--- config.mk ---
export PLATFORM = sky130hd
export DESIGN_NAME = telemetry_framer_flat
export DESIGN_NICKNAME = d
export VERILOG_FILES = /design/src/rtl/telemetry_framer_if.sv /design/src/rtl/telemetry_framer.sv /design/src/flat_wrapper.sv
export SDC_FILE = /design/constraint.sdc
export NUM_CORES = 1
export LEC_CHECK = 0
export BUFFER_PORTS_ARGS = -buffer_cell sky130_fd_sc_hd__buf_2
export CAP_MARGIN = 20
export CORE_UTILIZATION = 55
export CTS_BUF_LIST = sky130_fd_sc_hd__clkbuf_8
export DETAILED_ROUTE_END_ITERATION = 6
export HOLD_SLACK_MARGIN = 0.15
export PLACE_DENSITY_LB_ADDON = 0.12
export RECOVER_POWER = 50
export SLEW_MARGIN = 20
export SYNTH_ARGS = -nofsm -noshare
export SYNTH_HDL_FRONTEND = slang
export SYNTH_SLANG_ARGS = --single-unit
--- constraint.sdc ---
create_clock -name clk -period 7.05 [get_ports clk]
set_input_delay 1.7625 -clock clk [delete_from_list [all_inputs] [get_ports clk]]
set_output_delay 1.7625 -clock clk [all_outputs]
set_load 0.02 [all_outputs]
--- src/rtl/telemetry_framer_if.sv ---
// Byte stream toward the radio/UART link: data/valid/last from the framer,
// ready back from the sink. A byte transfers when valid and ready are both high.
interface telemetry_framer_if;
  logic [7:0] data;
  logic       valid;
  logic       ready;
  logic       last;

  modport master (output data, valid, last, input ready);
  modport slave  (input data, valid, last, output ready);
endinterface

--- src/rtl/telemetry_framer.sv ---
// Telemetry framer: latches the latest altitude correction and battery estimate,
// and every FRAME_PERIOD cycles sends an 8-byte frame
// (sync, seq, alt, bat, flags, XOR checksum) on a ready/valid byte stream.
module telemetry_framer #(
  parameter int                 FRAME_PERIOD = 1000,
  parameter logic signed [15:0] BAT_LOW      = 16'sd200,
  parameter logic signed [15:0] ALT_MAX      = 16'sd1000
) (
  input  logic               clk,
  input  logic               rst,
  input  logic               en,
  input  logic [15:0]        alt_in,
  input  logic               alt_valid,
  input  logic [15:0]        bat_in,
  input  logic               bat_valid,
  telemetry_framer_if.master m,
  output logic               busy
);

  localparam int             CW       = (FRAME_PERIOD > 1) ? $clog2(FRAME_PERIOD) : 1;
  localparam logic [CW-1:0]  CNT_LAST = CW'(FRAME_PERIOD - 1);
  localparam logic [7:0]     SYNC     = 8'hA5;

  typedef enum logic {IDLE, SEND} state_t;

  state_t             state, state_d;
  logic [2:0]         idx, idx_d;
  logic [CW-1:0]      cnt;
  logic signed [15:0] alt_reg, bat_reg;
  logic signed [15:0] snap_alt, snap_bat;
  logic [7:0]         snap_flags;
  logic               alt_fresh, bat_fresh, overrun;
  logic [7:0]         seq;
  logic [7:0]         checksum;
  logic               tick, final_hs, accept;

  // A tick can only start a frame when the link is idle or the current frame
  // hands off its last byte in the same cycle; otherwise it is dropped.
  assign tick     = en && (cnt == CNT_LAST);
  assign final_hs = (state == SEND) && (idx == 3'd7) && m.ready;
  assign accept   = tick && ((state == IDLE) || final_hs);

  // seq is read live: it only changes on the final handshake, so it is stable
  // for the whole frame and already advanced when a back-to-back frame starts.
  assign checksum = seq ^ snap_alt[15:8] ^ snap_alt[7:0]
                  ^ snap_bat[15:8] ^ snap_bat[7:0] ^ snap_flags;

  // Frame period counter: free-runs while enabled, parks at zero otherwise.
  always_ff @(posedge clk or posedge rst) begin
    // NOTE: sequential state uses non-blocking assignments so every register
    // samples pre-edge values, independent of statement order.
    if (rst)                 cnt <= '0;
    else if (!en)            cnt <= '0;
    else if (cnt == CNT_LAST) cnt <= '0;
    else                     cnt <= cnt + CW'(1);
  end

  // Capture latches, freshness/overrun flags, frame snapshot and sequence number.
  always_ff @(posedge clk or posedge rst) begin
    if (rst) begin
      alt_reg    <= '0;
      bat_reg    <= '0;
      alt_fresh  <= 1'b0;
      bat_fresh  <= 1'b0;
      overrun    <= 1'b0;
      snap_alt   <= '0;
      snap_bat   <= '0;
      snap_flags <= '0;
      seq        <= '0;
    end else begin
      if (accept) begin
        snap_alt   <= alt_reg;
        snap_bat   <= bat_reg;
        snap_flags <= {3'b000, overrun, (alt_reg > ALT_MAX), (bat_reg < BAT_LOW),
                       bat_fresh, alt_fresh};
      end
      // A strobe in the snapshot cycle wins: the new value stays marked fresh
      // for the following frame.
      if (alt_valid) begin
        alt_reg   <= alt_in;
        alt_fresh <= 1'b1;
      end else if (accept) begin
        alt_fresh <= 1'b0;
      end
      if (bat_valid) begin
        bat_reg   <= bat_in;
        bat_fresh <= 1'b1;
      end else if (accept) begin
        bat_fresh <= 1'b0;
      end
      if (accept)    overrun <= 1'b0;
      else if (tick) overrun <= 1'b1;
      if (final_hs)  seq <= seq + 8'd1;
    end
  end

  // FSM state and byte index registers.
  always_ff @(posedge clk or posedge rst) begin
    if (rst) begin
      state <= IDLE;
      idx   <= '0;
    end else begin
      state <= state_d;
      idx   <= idx_d;
    end
  end

  // Next-state logic: walk bytes 0..7 on each handshake, chain frames back to back.
  always_comb begin
    // NOTE: defaults first so every path assigns every output and no latch is inferred.
    state_d = state;
    idx_d   = idx;
    case (state)
      IDLE: begin
        if (accept) begin
          state_d = SEND;
          idx_d   = 3'd0;
        end
      end
      SEND: begin
        if (m.ready) begin
          if (idx == 3'd7) begin
            idx_d   = 3'd0;
            state_d = accept ? SEND : IDLE;
          end else begin
            idx_d = idx + 3'd1;
          end
        end
      end
      default: begin
        state_d = IDLE;
        idx_d   = 3'd0;
      end
    endcase
  end

  // Stream outputs decoded from registered state, so they hold while stalled.
  always_comb begin
    m.valid = (state == SEND);
    m.last  = (state == SEND) && (idx == 3'd7);
    busy    = (state == SEND);
    m.data  = 8'h00;
    if (state == SEND) begin
      case (idx)
        3'd0:    m.data = SYNC;
        3'd1:    m.data = seq;
        3'd2:    m.data = snap_alt[15:8];
        3'd3:    m.data = snap_alt[7:0];
        3'd4:    m.data = snap_bat[15:8];
        3'd5:    m.data = snap_bat[7:0];
        3'd6:    m.data = snap_flags;
        default: m.data = checksum;
      endcase
    end
  end

endmodule

--- src/flat_wrapper.sv ---
// flat-port wrapper written by rule: the top's interface ports become plain ports
module telemetry_framer_flat 
#(
  parameter int                 FRAME_PERIOD = 1000,
  parameter logic signed [15:0] BAT_LOW      = 16'sd200,
  parameter logic signed [15:0] ALT_MAX      = 16'sd1000
)
  (clk, rst, en, alt_in, alt_valid, bat_in, bat_valid, busy, m_data, m_valid, m_last, m_ready);
  telemetry_framer_if m_i ();
  input  logic clk;
  input  logic rst;
  input  logic en;
  input  logic [15:0] alt_in;
  input  logic alt_valid;
  input  logic [15:0] bat_in;
  input  logic bat_valid;
  output logic busy;
  output wire logic [$bits(m_i.data)-1:0] m_data;
  output wire logic [$bits(m_i.valid)-1:0] m_valid;
  output wire logic [$bits(m_i.last)-1:0] m_last;
  input wire logic [$bits(m_i.ready)-1:0] m_ready;
  assign m_data = m_i.data;
  assign m_valid = m_i.valid;
  assign m_last = m_i.last;
  assign m_i.ready = m_ready;
  telemetry_framer #(.FRAME_PERIOD(FRAME_PERIOD), .BAT_LOW(BAT_LOW), .ALT_MAX(ALT_MAX)) u_core (.clk(clk), .rst(rst), .en(en), .alt_in(alt_in), .alt_valid(alt_valid), .bat_in(bat_in), .bat_valid(bat_valid), .m(m_i), .busy(busy));
endmodule
==> key figures, run 1 <==
Placement
  – PortBufs: 48
  – Placer Congestion: 0.8625
  – Half-perimeter wire length after placement: 6.724 mm

Pwr
  – Maximum vdd drop: 135.0 uV
  – Leak Pwr: 2.369 nW
  – PD cells: 195.9 mW/mm2
  – Pwr Total: 1.006 mW

Floorplanning
  – Die Height: 93.93 um
  – Die width: 93.93 um
  – Num rows: 33
  – Core footprint: around 0.0082 mm2
  – # IOs: 49
  – Initial core utilization: 0.5657
  – Die area: 0.008823 mm2

CTS
  – Post-CTS Hold Buffers: 0
  – Max Root-Sink Buffers: 2
  – Num CTS Buffers: 9
  – Clk root buf: clkbuf_8
  – H-tree depth: 3
  – Clock Pin Slew Worst Setup and Hold Paths: 0.10 ns
  – Cts repair resizes: 0
  – CTS tree: done
  – Postcts setup bufs: 0
  – CTS Sinks: 94
  – Clock Latency Late Sink: 0.37 ns

Critical path
  – Critical path arrival: slightly above 3 ns
  – Crit path top cell by count: a211oi_1
  – CP Buf/Inv Count: 2
  – Reg2Reg Depth: 5
  – Family with the most delay on the worst path: flip-flops
  – R2r setup slk: 4.01 ns
  – CP endpoint kind: output port
  – Slowest cell on the critical path: dfrtp_1
  – CP peak stage delay: 0.74 ns
  – Worst r2r src: u_core.idx[2]
  – Reg-to-reg endpoint: u_core.snap_flags[3]
  – Worst EP required: 5.29 ns
  – Crit path kind: reg -> out
  – Worst path cell trace: inv_1 > ha_1 > nor4_4 > a211oi_1 > a211oi_1 > buf_2
  – Crit-path max FO: 19
  – Startpoint types: flip-flop

Synth
  – Cell Area, Synth: 0.004648 mm2
  – Main synth FF type: dfrtp_1
  – Synth warn: 0
  – Yosys top cell area share: 0.5061
  – Seq cells post-synth: 94
  – Mapped Nets: 410
  – Largest area contributor in the netlist: dfrtp_1
  – Main area contributors after synthesis: dfrtp_1, mux2_2, xnor2_1
  – Post-synth EDFFs: 0
  – Number of cells produced by synthesis: 364
  – Yosys cell types: 48
  – Syn avg cell area: 12.77 um2
  – Synth async-reset ratio: 1.000
  – Seq/Total Area, Yosys: 0.5061

STA
  – Slew HR: 0.02097
  – Skew final: 0.009261 ns
  – Worst-margin pin slew: 1.469 ns
  – Setup TNS: 0 ns
  – Period utilisation layout: 0.6814
  – Max Fclk: about 0.21 GHz
  – Unrepaired setup endpoints after global routing: false
  – Minimum clock period: 4.804 ns
  – Worst hold slack: 0.4787 ns
  – # setup viols final: 0
  – Max-slew violation count: 0
  – Hold Fails Final Rpt: 0

Final layout
  – Filler Cell Count: 670
  – Share of layout cells above drive strength 1: 0.3148
  – Highest-count cells in the layout ignoring fill and taps: dfrtp_1, mux2_2, buf_2, xnor2_1, mux2_4
  – Area Growth Syn to Fin: 10.52%
  – Most common cell after layout, fill and taps aside: dfrtp_1
  – Final core area utilization: 0.6252
  – N_diodes: 0
  – Final #Nets: 454

Routing
  – Post-DRT Antenna Nets: 0
  – TritonRoute pass-1 iters: 6
  – Via count: 2983
  – Initial drt markers: 183
  – Post-Route WL: ~9.3 mm
  – Drt drc: 2
  – WL/cell: roughly 18 um
  – Post-DR vias/cell: 5.759

Global routing
  – Largest net degree at the start of global routing: 63
  – Met3 GRT Util: 0.03641
  – First-pass GRT wire length: 15.73 mm
  – Gr ovfl total: 0
  – Initial antenna violation count: 0
  – GRT Resource Usage Total: 0.2388
  – Global routing's busiest layer: met2
  – Met2 global-route usage: 0.3571
  – GR Util met1: 0.3456
  – Vias in the first global route: ~3.0k

Worst hold path
  – Worst Hold Path EP: u_core.cnt[0]
  – Worst hold stages: 1
  – Hold Startpoint: u_core.cnt[0]
  – HP Class: reg -> reg

Flow run
  – Max Cap Violations: 0

Status
  – Outcome: finished, violations left
  – Failing checks: DRC
==> metal layers <==
metal / vias up / wire (um)
li1: 1396 / -
met1: 1497 / 4398
met2: 73 / 4307
met3: 17 / 383
met4: 0 / 219
met5: - / 0
==> cell usage after synthesis, drive strengths merged, types with 5 or more instances <==
library cell and count:
nand3 5, a211oi 9, a21oi 10, mux2 71, and3 5, nor2 10, inv 8, nand4 9
a221oi 5, dfrtp 94, xor2 10, buf 9, nand2 14, ha 8, o21ai 10, xnor2 42
clkbuf 8
==> worst reg2reg max path, stage by stage, from the launching register on <==
cell and delay, ns:
dfrtp_1 0.74, ha_1 0.33, nand2_1 0.09, a21oi_1 1.14, buf_16 0.26, mux2_2 0.38
==> power by group <==
group / switching [mW] / total (mW) / internal [mW]
registers: 0.0156 / 0.574 / 0.559
logic: 0.0240 / 0.0512 / 0.0272
clock network: 0.208 / 0.381 / 0.173
total: 0.248 / 1.01 / 0.758
==> how the worst max path moves through the flow <==
stage / from / endpoint / cells after the start
after floorplan: u_core.idx[2] / m_data[1] / 9
after global placement: u_core.idx[2] / m_data[3] / 6
after detailed placement: u_core.idx[2] / m_data[2] / 6
after CTS: u_core.idx[2] / m_data[2] / 6
after global routing: u_core.idx[2] / m_data[2] / 6
final: u_core.idx[2] / m_data[2] / 6
==> stage by stage <==
stage	instances	cell area [um2]	worst slack, ns
after global placement	501	4927	2.485
after detailed placement	502	4955	2.394
after global routing	518	5137	2.015
after floorplan	364	4648	2.776
final	518	5137	2.246
after CTS	518	5167	1.966
==> logic make-up after synthesis <==
logic type,count (synthesis),synth area share
compound gates,51,0.07860
xor+xnor,52,0.09798
fa+ha+maj,8,0.02154
buf+inv,25,0.02961
flops,94,0.5061
mux,73,0.1908
simple gates,61,0.07537
==> area by class of cell <==
| class | count | area, um2 | share of cell area |
|---|---|---|---|
| clock buffers | 9 | 123.9 | 0.02411 |
| clock inverters | 7 | 88.84 | 0.01729 |
| well taps | 105 | 131.4 | 0.02557 |
| multi-input cells | 245 | 2140 | 0.4165 |
| flip-flops and latches | 94 | 2352 | 0.4579 |
| inverters | 8 | 31.28 | 0.006089 |
| repair buffers | 50 | 270.3 | 0.05261 |
Note: power is estimated with default switching activity, not from simulation.
==> run 2, diff against run 1 <==
==> constraint.sdc (replaced) <==
create_clock -name clk -period 4.2 [get_ports clk]
set_input_delay 1.05 -clock clk [delete_from_list [all_inputs] [get_ports clk]]
set_output_delay 1.05 -clock clk [all_outputs]
set_load 0.02 [all_outputs]
==> run 2 against run 1 <==
  * The run ends with capacitance limit, slew limit left
  * Sequential share of layout area increased by 0.12 points
  * Non-clock buffer count is 2 higher
  * Largest power group unchanged
  * Highest routed layer unchanged
  * Critical path depth up 1
  * Combinational power up 69%
  * Global-route usage is 0.80 points lower
  * Hold slack about the same
  * Design area is 0.22% lower
  * Critical endpoint is now m_data[3]
==> key figures, run 2 (synthesis gave the netlist of run 1 again) <==
CTS
  – Max Root-Sink Buffers: 2
  – H-tree depth: 3
  – Postcts setup bufs: 0
  – Cts repair resizes: 0
  – Clock Pin Slew Worst Setup and Hold Paths: ~0.090 ns
  – Post-CTS Hold Buffers: 0
  – Clk root buf: clkbuf_8
  – CTS tree: done
  – CTS Sinks: 94
  – Clock Latency Late Sink: 0.36 ns
  – Num CTS Buffers: 9

Critical path
  – Worst EP required: 3.15 ns
  – Crit path kind: reg -> out
  – Crit path top cell by count: a211oi_1
  – CP Buf/Inv Count: 3
  – CP endpoint kind: output port
  – Startpoint types: flip-flop
  – Crit-path max FO: 19
  – Worst path cell trace: inv_1 > ha_1 > nor4_2 > buf_4 > a211oi_1 > a211oi_1 > buf_2
  – Critical path arrival: 2.74 ns
  – Family with the most delay on the worst path: buffers and inverters
  – CP peak stage delay: approximately 0.6 ns
  – Slowest cell on the critical path: dfrtp_2

Floorplanning
  – Die area: approximately 0.009 mm2
  – Num rows: 33
  – Initial core utilization: 0.5657
  – # IOs: 49
  – Die width: 93.93 um
  – Core footprint: 0.008217 mm2
  – Die Height: between 90 and 100 um

Global routing
  – GRT Resource Usage Total: 0.2308
  – Initial antenna violation count: 0
  – First-pass GRT wire length: 15.28 mm
  – Vias in the first global route: a little under 3k
  – Gr ovfl total: 0
  – Largest net degree at the start of global routing: 34

Flow run
  – Max Cap Violations: 2

STA
  – Unrepaired setup endpoints after global routing: false
  – Max-slew violation count: ~70
  – Minimum clock period: ~3.8 ns
  – Skew final: 0.01064 ns
  – Hold Fails Final Rpt: 0
  – Worst-margin pin slew: 1.719 ns
  – Setup TNS: 0 ns
  – # setup viols final: 0
  – Slew HR: -0.1457
  – Max Fclk: 0.2638 GHz
  – Period utilisation layout: 0.9026

Routing
  – Post-Route WL: 9.109 mm
  – Highest routing layer actually used: met4
  – Via count: 3003
  – Length of routed met2 wiring: roughly 4.2 mm
  – Post-DR vias/cell: about 5.8
  – WL/cell: 17.52 um
  – Drt drc: 0
  – Met3 routed WL: 421 um
  – Post-DRT Antenna Nets: 0
  – Initial drt markers: 213
  – TritonRoute pass-1 iters: 6
  – DRT met1 WL: 4.290 mm

Final layout
  – Register area: 0.002354 mm2
  – Area Growth Syn to Fin: 10.28%
  – Post-route cell area: 0.005126 mm2
  – Highest-count cells in the layout ignoring fill and taps: dfrtp_1, buf_2, mux2_2, xnor2_1, mux2_4
  – Filler Cell Count: 680
  – Footprint of the multi-input gates: about 0.0022 mm2
  – Share of layout cells above drive strength 1: 0.3253
  – N_diodes: 0
  – Final #Nets: 456
  – Most common cell after layout, fill and taps aside: dfrtp_1

Pwr
  – PD cells: 316.0 mW/mm2
  – Leak Pwr: 2.384 nW
  – Maximum vdd drop: 202.5 uV

Placement
  – PortBufs: between 40 and 50
  – Placer Congestion: 0.8836
  – Half-perimeter wire length after placement: 6.712 mm
  – Dpl cell area: just under 0.005 mm2

Status
  – Failing checks: capacitance limit, slew limit
  – Outcome: finished, violations left

Worst hold path
  – HP Class: reg -> reg
==> run 2: report_power, final <==
group | internal (mW) | switching, mW
clock | 0.229 | 0.341
combinational | 0.0456 | 0.0408
sequential | 0.938 | 0.0265
total | 1.21 | 0.408
==> run 2: layer usage <==
metal | vias up | track usage
li1 | 1405 | -
met3 | 12 | 0.05259
met2 | 80 | 0.3479
met5 | - | 0
met4 | 0 | 0.07436
met1 | 1506 | 0.3298
==> run 2: layout make-up <==
type,instances,share of cell area
clock buffers,9,0.02416
clock inverters,7,0.01220
inverters,8,0.006102
multi-input cells,245,0.4220
flip-flops and latches,94,0.4591
well taps,105,0.02563
repair buffers,52,0.05077
==> run 2: worst reg2reg max path, delay by kind of cell, from the launching register on <==
| family | cells | cell delay [ns] |
|---|---|---|
| buffers and inverters | 1 | 0.37 |
| AO/OA/AOI/OAI | 1 | 0.63 |
| flip-flops | 1 | 0.39 |
| AND/OR/NAND/NOR | 2 | 0.40 |
| multiplexers | 1 | 0.35 |
| adder cells (fa/ha/maj) | 1 | 0.21 |
==> run 2: final timing paths <==
path / cells after the start / from / slack (ns) / end
worst min-delay path: 1 / u_core.cnt[0] / 0.48 / u_core.cnt[0]
max in group asynchronous: 3 / rst / 1.02 / u_core.idx[2]
min in group asynchronous: 2 / rst / 0.93 / u_core.alt_reg[11]
worst max-delay path: 7 / u_core.idx[2] / 0.41 / m_data[3]
worst min register to register: 1 / u_core.cnt[0] / 0.48 / u_core.cnt[0]
worst max register to register: 6 / u_core.cnt[0] / 1.73 / u_core.snap_flags[1]
==> run 2: stage by stage <==
step | total power, mW | hold WS (ns) | setup WS (ns) | utilization | std cells
after detailed placement | 1.073 | 0.4614 | 0.5936 | 0.6024 | 504
after global placement | 1.068 | 0.4472 | 0.6946 | 0.6024 | 504
after floorplan | 1.032 | 0.4251 | 0.6380 | - | 364
after global routing | 1.690 | 0.4969 | 0.1749 | 0.6239 | 520
after CTS | 1.641 | 0.4815 | 0.1820 | 0.6251 | 520
final | 1.620 | 0.4785 | 0.4091 | 0.6239 | 520
